`config.mk`:
```
export PLATFORM = sky130hd
export DESIGN_NAME = fetch_unit
export DESIGN_NICKNAME = d
export VERILOG_FILES = /design/src/rtl/fetch_pkg.sv /design/src/rtl/fetch_fifo.sv /design/src/rtl/fetch_unit.sv
export SDC_FILE = /design/constraint.sdc
export NUM_CORES = 1
export LEC_CHECK = 0
export CAP_MARGIN = 0
export CORE_MARGIN = 5
export CORE_UTILIZATION = 45
export CTS_BUF_LIST = sky130_fd_sc_hd__clkbuf_2 sky130_fd_sc_hd__clkbuf_4 sky130_fd_sc_hd__clkbuf_8
export DETAILED_ROUTE_END_ITERATION = 7
export GPL_ROUTABILITY_DRIVEN = 0
export PLACE_DENSITY = 0.69
export SLEW_MARGIN = 10
export SYNTH_ARGS = -nofsm -noshare
export SYNTH_HDL_FRONTEND = slang
export SYNTH_SLANG_ARGS = --single-unit
```
`constraint.sdc`:
```
create_clock -name clk -period 5.05 [get_ports clk]
set_input_delay 0.505 -clock clk [delete_from_list [all_inputs] [get_ports clk]]
set_output_delay 0.505 -clock clk [all_outputs]
set_load 0.005 [all_outputs]
```
`src/rtl/fetch_pkg.sv`:
```
// Shared types and constants for the decoupled instruction fetch front end.
package fetch_pkg;

  localparam int unsigned INSTR_BYTES  = 4;
  localparam int unsigned FETCH_ADDR_W = 32;
  localparam int unsigned FETCH_DATA_W = 32;

  localparam logic [FETCH_ADDR_W-1:0] RESET_PC_DEFAULT = 32'h0000_0000;

  typedef struct packed {
    logic [FETCH_ADDR_W-1:0] pc;
    logic [FETCH_DATA_W-1:0] instr;
  } fetch_entry_t;

  // Counter width able to hold 0..depth inclusive.
  function automatic int unsigned count_width(input int unsigned depth);
    return $clog2(depth) + 1;
  endfunction

endpackage

```
`src/rtl/fetch_fifo.sv`:
```
// Prefetch queue of PC-tagged instructions; flush beats push/pop, no bypass.
module fetch_fifo
  import fetch_pkg::*;
#(
  parameter int unsigned DEPTH = 4,
  localparam int unsigned CW = count_width(DEPTH),
  localparam int unsigned PW = $clog2(DEPTH)
) (
  input  logic         clk,
  input  logic         rst,
  input  logic         flush,
  input  logic         push,
  input  fetch_entry_t wdata,
  input  logic         pop,
  output fetch_entry_t rdata,
  output logic [CW-1:0] count
);

  fetch_entry_t  mem [DEPTH];
  logic [PW-1:0] wptr;
  logic [PW-1:0] rptr;
  logic [CW-1:0] cnt;
  logic          do_push;
  logic          do_pop;

  assign do_pop  = pop && (cnt != '0);
  assign do_push = push && ((cnt != CW'(DEPTH)) || do_pop);

  always_ff @(posedge clk) begin
    if (rst || flush) begin
      wptr <= '0;
      rptr <= '0;
      cnt  <= '0;
    end else begin
      if (do_push) wptr <= wptr + PW'(1);
      if (do_pop)  rptr <= rptr + PW'(1);
      cnt <= cnt + CW'(do_push) - CW'(do_pop);
    end
  end

  // Storage is not reset; only entries below count are ever observed.
  always_ff @(posedge clk) begin
    if (do_push && !flush && !rst) mem[wptr] <= wdata;
  end

  assign rdata = mem[rptr];
  assign count = cnt;

endmodule

```
`src/rtl/fetch_unit.sv`:
```
// Decoupled instruction fetch: credit-limited imem requests, prefetch queue, redirect flush.
// Optional performance counters are built when FETCH_PERF_EN is defined.
module fetch_unit
  import fetch_pkg::*;
#(
  parameter int unsigned DATA_WIDTH = FETCH_DATA_W,
  parameter int unsigned ADDR_WIDTH = FETCH_ADDR_W,
  parameter int unsigned FIFO_DEPTH = 4,
  parameter logic [ADDR_WIDTH-1:0] RESET_PC = ADDR_WIDTH'(RESET_PC_DEFAULT)
) (
  input  logic                  clk,
  input  logic                  rst,
  input  logic                  redirect_i,
  input  logic [ADDR_WIDTH-1:0] redirect_pc_i,
  output logic                  imem_req_o,
  output logic [ADDR_WIDTH-1:0] imem_addr_o,
  input  logic                  imem_gnt_i,
  input  logic                  imem_rvalid_i,
  input  logic [DATA_WIDTH-1:0] imem_rdata_i,
  output logic                  instr_valid_o,
  output logic [DATA_WIDTH-1:0] instr_o,
  output logic [ADDR_WIDTH-1:0] instr_pc_o,
  input  logic                  instr_ready_i,
  output logic [31:0]           perf_fetched_o,
  output logic [31:0]           perf_flushed_o
);

  localparam int unsigned CW = count_width(FIFO_DEPTH);

  logic [ADDR_WIDTH-1:0] fetch_pc;
  logic [ADDR_WIDTH-1:0] resp_pc;
  logic [ADDR_WIDTH-1:0] redirect_target;
  logic [CW-1:0]         inflight;
  logic [CW-1:0]         drop_cnt;
  logic [CW-1:0]         live;
  logic [CW-1:0]         q_count;
  logic [CW:0]           occupancy;
  logic                  req;
  logic                  fire;
  logic                  resp;
  logic                  drop;
  logic                  push;
  logic                  pop;
  fetch_entry_t          push_entry;
  fetch_entry_t          head;
  logic                  unused_pc_lsbs;

  assign redirect_target = {redirect_pc_i[ADDR_WIDTH-1:2], 2'b00};
  assign unused_pc_lsbs  = ^redirect_pc_i[1:0];

  // Queue slots already spoken for: entries held plus responses still owed to us.
  assign live      = inflight - drop_cnt;
  assign occupancy = {1'b0, q_count} + {1'b0, live};

  assign req  = !rst && !redirect_i
             && (occupancy < (CW+1)'(FIFO_DEPTH))
             && (inflight < CW'(FIFO_DEPTH));
  assign fire = req && imem_gnt_i;
  // Responses with nothing outstanding belong to requests issued before reset.
  assign resp = imem_rvalid_i && (inflight != '0);
  assign drop = resp && (drop_cnt != '0);
  assign push = resp && !drop && !redirect_i;
  assign pop  = instr_valid_o && instr_ready_i && !redirect_i;

  always_comb begin
    push_entry       = '0;
    push_entry.pc    = FETCH_ADDR_W'(resp_pc);
    push_entry.instr = FETCH_DATA_W'(imem_rdata_i);
  end

  always_ff @(posedge clk) begin
    if (rst) begin
      fetch_pc <= RESET_PC;
      resp_pc  <= RESET_PC;
      inflight <= '0;
      drop_cnt <= '0;
    end else begin
      inflight <= inflight + CW'(fire) - CW'(resp);
      if (redirect_i) begin
        fetch_pc <= redirect_target;
        resp_pc  <= redirect_target;
        drop_cnt <= inflight - CW'(resp);
      end else begin
        if (fire) fetch_pc <= fetch_pc + ADDR_WIDTH'(INSTR_BYTES);
        if (drop) drop_cnt <= drop_cnt - CW'(1);
        if (push) resp_pc  <= resp_pc + ADDR_WIDTH'(INSTR_BYTES);
      end
    end
  end

  fetch_fifo #(
    .DEPTH (FIFO_DEPTH)
  ) u_fifo (
    .clk   (clk),
    .rst   (rst),
    .flush (redirect_i),
    .push  (push),
    .wdata (push_entry),
    .pop   (pop),
    .rdata (head),
    .count (q_count)
  );

  assign imem_req_o    = req;
  assign imem_addr_o   = fetch_pc;
  assign instr_valid_o = (q_count != '0);
  assign instr_o       = DATA_WIDTH'(head.instr);
  assign instr_pc_o    = ADDR_WIDTH'(head.pc);

`ifdef FETCH_PERF_EN
  logic [31:0] perf_fetched_q;
  logic [31:0] perf_flushed_q;
  logic [32:0] flushed_sum;

  assign flushed_sum = {1'b0, perf_flushed_q} + 33'(occupancy);

  // Saturating counters: deliveries and work discarded by redirects.
  always_ff @(posedge clk) begin
    if (rst) begin
      perf_fetched_q <= '0;
      perf_flushed_q <= '0;
    end else begin
      if (pop && (perf_fetched_q != '1)) perf_fetched_q <= perf_fetched_q + 32'd1;
      if (redirect_i) perf_flushed_q <= flushed_sum[32] ? '1 : flushed_sum[31:0];
    end
  end

  assign perf_fetched_o = perf_fetched_q;
  assign perf_flushed_o = perf_flushed_q;
`else
  assign perf_fetched_o = 32'd0;
  assign perf_flushed_o = 32'd0;
`endif

endmodule

```
### Yosys cells after proc, flatten, opt, wreduce, memory -nomap -nowiden

Memory sizes are Yosys's and may differ from the RTL's. A register that Yosys moved wholly into a read port is not among the register bits.
Index checks and enable logic that the tools add are counted.

| cells by class | value |
|---|---|
| equal/unequal tests | 1 |
| $add $sub $neg | 12 |
| reduce and logical (&&, ||, !) cells | 26 |
| order comparisons | 2 |
| mux-type cells | 10 |

Operator list:

| cell | count |
|---|---|
| 32-bit two-way mux | 4 |
| 32-bit by 3-bit adder with 32-bit output, second input constant | 2 |
| 1-bit logical AND | 14 |
| 3-bit nonzero test | 3 |
| 3-bit by 1-bit subtractor with 3-bit output | 3 |
| 3-bit by 1-bit adder with 3-bit output | 2 |
| 3-bit two-way mux | 2 |
| 2-bit nonzero test | 3 |
| 2-bit by 1-bit adder with 2-bit output, second input constant | 2 |
| 3-bit by 3-bit adder with 4-bit output | 1 |
| 4-bit by 3-bit < comparator with 1-bit output, second input constant | 1 |
| 2-bit two-way mux | 2 |
| 1-bit zero test | 3 |
| 3-bit < comparator, second input constant | 1 |
| 3-bit != test, second input constant | 1 |
| 3-bit by 1-bit subtractor with 3-bit output, second input constant | 1 |
| 3-bit subtractor | 1 |
| 1-bit logical OR | 2 |
| 1-bit two-way mux | 2 |
| 2-bit OR reduction | 1 |

| word-level totals | value |
|---|---|
| register bits after elaboration | 77 |
| memories | 1 |
| input bits | 70 |
| output and inout bits | 162 |
| memory bits (writable) | 256 |
| word-level logic and storage cells | 61 |

Memories:

| memory | depth | bits a word | rd ports | clocked after Yosys merged registers in | wr ports | RTL line | RTL |
|---|---|---|---|---|---|---|---|
| u_fifo.mem | 4 | 64 | 1 | 1 | 1 | fetch_fifo.sv:19 | `fetch_entry_t mem [DEPTH];` |

### Logic depth before layout (Yosys ltp)

| depth | value |
|---|---|
| word-level depth | 11 |
| mapped depth | 17 |
| mapped depth without buffers | 16 |

### Hierarchy

From an unflattened synthesis, not the netlist that was laid out.

| unflattened totals | value |
|---|---|
| cell total of the unflattened synthesis | 904 |
| area, all modules | 14,118.5 sq um |

By module, submodules not included:

| module | times used | seq. area each (sq um) | cells an instance | area each (sq um) |
|---|---|---|---|---|
| fetch_fifo | 1 | 7,867.5 | 380 | 9,699.3 |
| fetch_unit | 1 | 1,321.3 | 524 | 4,419.2 |

### Least setup slack after synthesis

No wires, ideal clock.

| path | value |
|---|---|
| path type | register to register |
| start point | reg inflight[0] |
| end point | reg inflight[2] |
| buffers on the path | 1 |
| stages on the path, launching flop included | 18 |
| path slack | 1.662 ns |
| library setup time | 0.128 ns |
| arrival time | 3.260 ns |
| required time | 4.922 ns |
| clock period less this slack | 3.388 ns |
| cells stage by stage | dfxtp_1 -> inv_1 -> ha_1 -> inv_1 -> fa_1 -> xor2_1 -> xnor2_1 -> ha_1 -> nor4_4 -> and4_4 -> inv_1 -> buf_2 -> ha_1 -> inv_1 -> ha_1 -> fa_1 -> xnor2_1 -> nor2_1 |

| on the way | value |
|---|---|
| cells in the longest elaborated chain, start to end | 8 |
| elaborated cells on any way between the ends | 11 |
| classes of those cells | 4 x add/sub; 2 x order compare; 5 x reduce/logical |

Ends and longest elaborated chain:

| element | RTL line | RTL |
|---|---|---|
| from (decl) | fetch_unit.sv:33 | `logic [CW-1:0] inflight;` |
| from (signal assigned) | fetch_unit.sv:78 | `inflight <= inflight + CW'(fire) - CW'(resp);` |
| 3-bit subtractor | fetch_unit.sv:52 | `assign live = inflight - drop_cnt;` |
| 3-bit by 3-bit adder with 4-bit output | fetch_unit.sv:53 | `assign occupancy = {1'b0, q_count} + {1'b0, live};` |
| 4-bit by 3-bit < comparator with 1-bit output | fetch_unit.sv:56 | `&& (occupancy < (CW+1)'(FIFO_DEPTH))` |
| 1-bit logical AND | fetch_unit.sv:56 |  |
| 1-bit logical AND | fetch_unit.sv:57 | `&& (inflight < CW'(FIFO_DEPTH));` |
| 1-bit logical AND | fetch_unit.sv:58 | `assign fire = req && imem_gnt_i;` |
| 3-bit by 1-bit adder with 3-bit output | fetch_unit.sv:78 |  |
| 3-bit by 1-bit subtractor with 3-bit output * | fetch_unit.sv:78 |  |

Every way passes the cells marked *; elsewhere a longest branch is shown, timed or not.
A chain may end at the register's enable or synchronous reset.

### Worst setup path in the final report

Same ends and word-level chain as after synthesis.

==> impl_metrics.csv <==
group,metric,value,unit
routing,drc_errors,0,
timing,setup_tns,0,ns
critical_path,crit_arrival,4.20,ns
global_route,grt_overflow,0,
power_and_ir_drop,leakagePower,5.543,nW
timing,drv_slew,0,
clock_network,cts.sinks,323,
critical_path,path_delay_family,"adder cells",
critical_path,worst-path-buf-inv,4,
timing,setup_viol,0,
global_route,first_global_vias,8202,
clock_network,cts_hold_buf,0,
hold_path,hp-class,"primary input to register",
cells_and_area,final_cell_mix,"edfxtp_1 (248), clkdlybuf4s50_1 (160), dfxtp_1 (73), conb_1 (68), mux4_2 (62)",
floorplan,die_x,185.0,um
routing,num_vias,7977,
timing,fin_crit,3.766,ns
job,maxCapViolCount,0,
clock_network,cts_tree,"built",
floorplan,start_util,45.27,%
critical_path,critPathLaunchType,"register",
clock_network,numCtsBuffers,52,
global_route,grt_pass1_wl,45260,um
power_and_ir_drop,power_density,351.7,nW/um^2
yosys,synthArstFlopShare,0,%
routing,vias_per_cell,5.217,
floorplan,fp.dieH,185.0,um
critical_path,cp_cell_sequence,"inv_1, ha_1, inv_1, fa_1, xor2_1, xnor2_1, ha_1, nor4_4, and4_4, inv_1, ha_1, inv_1, ha_1, fa_1, xnor2_1, nor2_1",
critical_path,crit_required,5.49,ns
global_route,grt_usage,16.83,%
global_route,antenna_found_initial,1,
routing,totalWireLength,29180,um
yosys,ys_ff_latch,323,
floorplan,io_pins,232,
critical_path,crit_type,"register to register",
global_route,grt_max_degree,70,
power_and_ir_drop,total_power,5.809,mW
clock_network,htreeDepth,2,
cells_and_area,num-nets-final,1180,
clock_network,clk_latency,0.57,ns
yosys,synth_area,13770,sq um
yosys,yosys_warnings,0,
floorplan,coreArea,30430,sq um
timing,rsz0062_at_grt,"no",
status,status,"complete, no violations",
timing,relSlewSlack,33.75,%
routing,first_pass_iters,4,
yosys,synth-edff-count,248,
timing,finalCritPeriodShare,74.58,%
routing,drt-initial-drc-count,479,
cells_and_area,syn_to_final_growth,19.91,%
floorplan,core.rowCount,64,
clock_network,clock_path_buffers,3,
yosys,ys_types,67,
timing,hold_viol,0,
cells_and_area,post-route-util,54.28,%
cells_and_area,drive_gt1_share,15.36,%
clock_network,cts_setup_buffers,0,
routing,drtAntennaViolNets,0,
routing,wl_per_cell,19.09,um
yosys,netlist_instances,909,
placed_design,place_inst,1432,
timing,finClkSkew,0.02286,ns
clock_network,post_cts_resized,0,
critical_path,crit_path_end_kind,"register",
critical_path,cp_max_fo,15,
timing,hold_slack,0.3297,ns
timing,worst_pin_slew,0.9901,ns
power_and_ir_drop,worst_ir_drop_vdd,0.1569,mV
cells_and_area,final_common_cell,"edfxtp_1",
placed_design,hpwl,18570,um
yosys,synth_flop_cell,"edfxtp_1",
critical_path,critPathMaxStageDelay,0.38,ns
cells_and_area,antenna_cells,0,
timing,clock.fmax,265.5,MHz
cells_and_area,fin_cells,1529,
yosys,ys_seq_area_share,64.97,%
floorplan,dieArea,34210,sq um
clock_network,cts.reportedPaths.clkPinSlew,0.06,ns
placed_design,portBuffers,161,
critical_path,crit_slowest_cell,"and4_4",
clock_network,root_buffer,"clkbuf_8",
yosys,avgSynthCellArea,15.15,sq um
tightest hold or removal path: cells and delay by family:
kind / cells / cell delay [ns]
buf+inv: 1 / 0.11
simple gates: 2 / 0.24
layer usage:
layer	GRT usage [%]	share of wire [%]	up-vias
met5	0	0.024	-
met4	4.140	1.5	2
met3	4.438	8.6	47
met2	26.91	47	300
met1	23.29	43	3914
li1	-	-	3714
stage by stage:
step	cell area (sq um)	setup slack, ns
floorplan	14030	1.662
global route	16520	1.030
global placement	15500	1.287
finish	16520	1.284
CTS	16520	1.257
detailed placement	15500	1.269
layout make-up:
class                   instances  area (sq um)
fillers                      2547         13910
flip-flops and latches        323          8954
multi-input cells             521          4308
repair buffers                167          1652
clock buffers                  71         864.6
well taps                     396         495.5
clock inverters                26         150.1
inverters                      25         93.84
cells in the mapped netlist (9+ instances only):
cell,n,area [sq um]
a31oi_1,17,106.4
or3_1,9,56.30
mux4_2,62,1396
a21boi_0,9,67.56
xor2_1,28,245.2
o21ai_0,11,55.05
nand3_1,28,140.1
a211oi_1,17,127.6
buf_4,69,518.0
inv_1,24,90.09
nand2_1,47,176.4
xnor2_1,15,131.4
edfxtp_1,248,7447
and3_1,11,68.82
nor2_1,48,180.2
clkbuf_1,25,93.84
ha_1,17,212.7
dfxtp_1,75,1501
nand4_1,23,143.9
a21oi_1,28,140.1
worst paths after layout:
path,to,cells past startpoint,slack (ns),from
hold reg to reg,imem_addr_o[13]$_SDFFE_PP0P_,2,0.52,imem_addr_o[13]$_SDFFE_PP0P_
setup reg to reg,inflight[2]$_SDFF_PP0_,16,1.28,inflight[0]$_SDFF_PP0_
setup / recovery,inflight[2]$_SDFF_PP0_,16,1.28,inflight[0]$_SDFF_PP0_
hold / removal,u_fifo.count[0]$_SDFF_PP0_,3,0.33,rst
power breakdown:
part | internal, mW | switching [mW]
sequential | 2.95 | 0.0939
combinational | 0.306 | 0.297
clock | 1.17 | 0.994
logic make-up after synthesis:
| family | share of synthesized area [%] |
|---|---|
| flip-flops | 64.97 |
| AND/OR/NAND/NOR | 9.211 |
| buffers and inverters | 5.659 |
| AO/OA/AOI/OAI | 5.132 |
| multiplexers | 10.29 |
| XOR/XNOR | 2.734 |
| adder cells (fa/ha/maj) | 1.980 |
| other | 0.02722 |
flip-flops by register name (all words and copies together) (netlist names), named ones only:
register      count
u_fifo.wptr       2
u_fifo.mem      248
drop_cnt          3
u_fifo.rptr       2
u_fifo.count      3
imem_addr_o      30
resp_pc          30
inflight          3
Note: power is estimated with default switching activity, not from simulation.
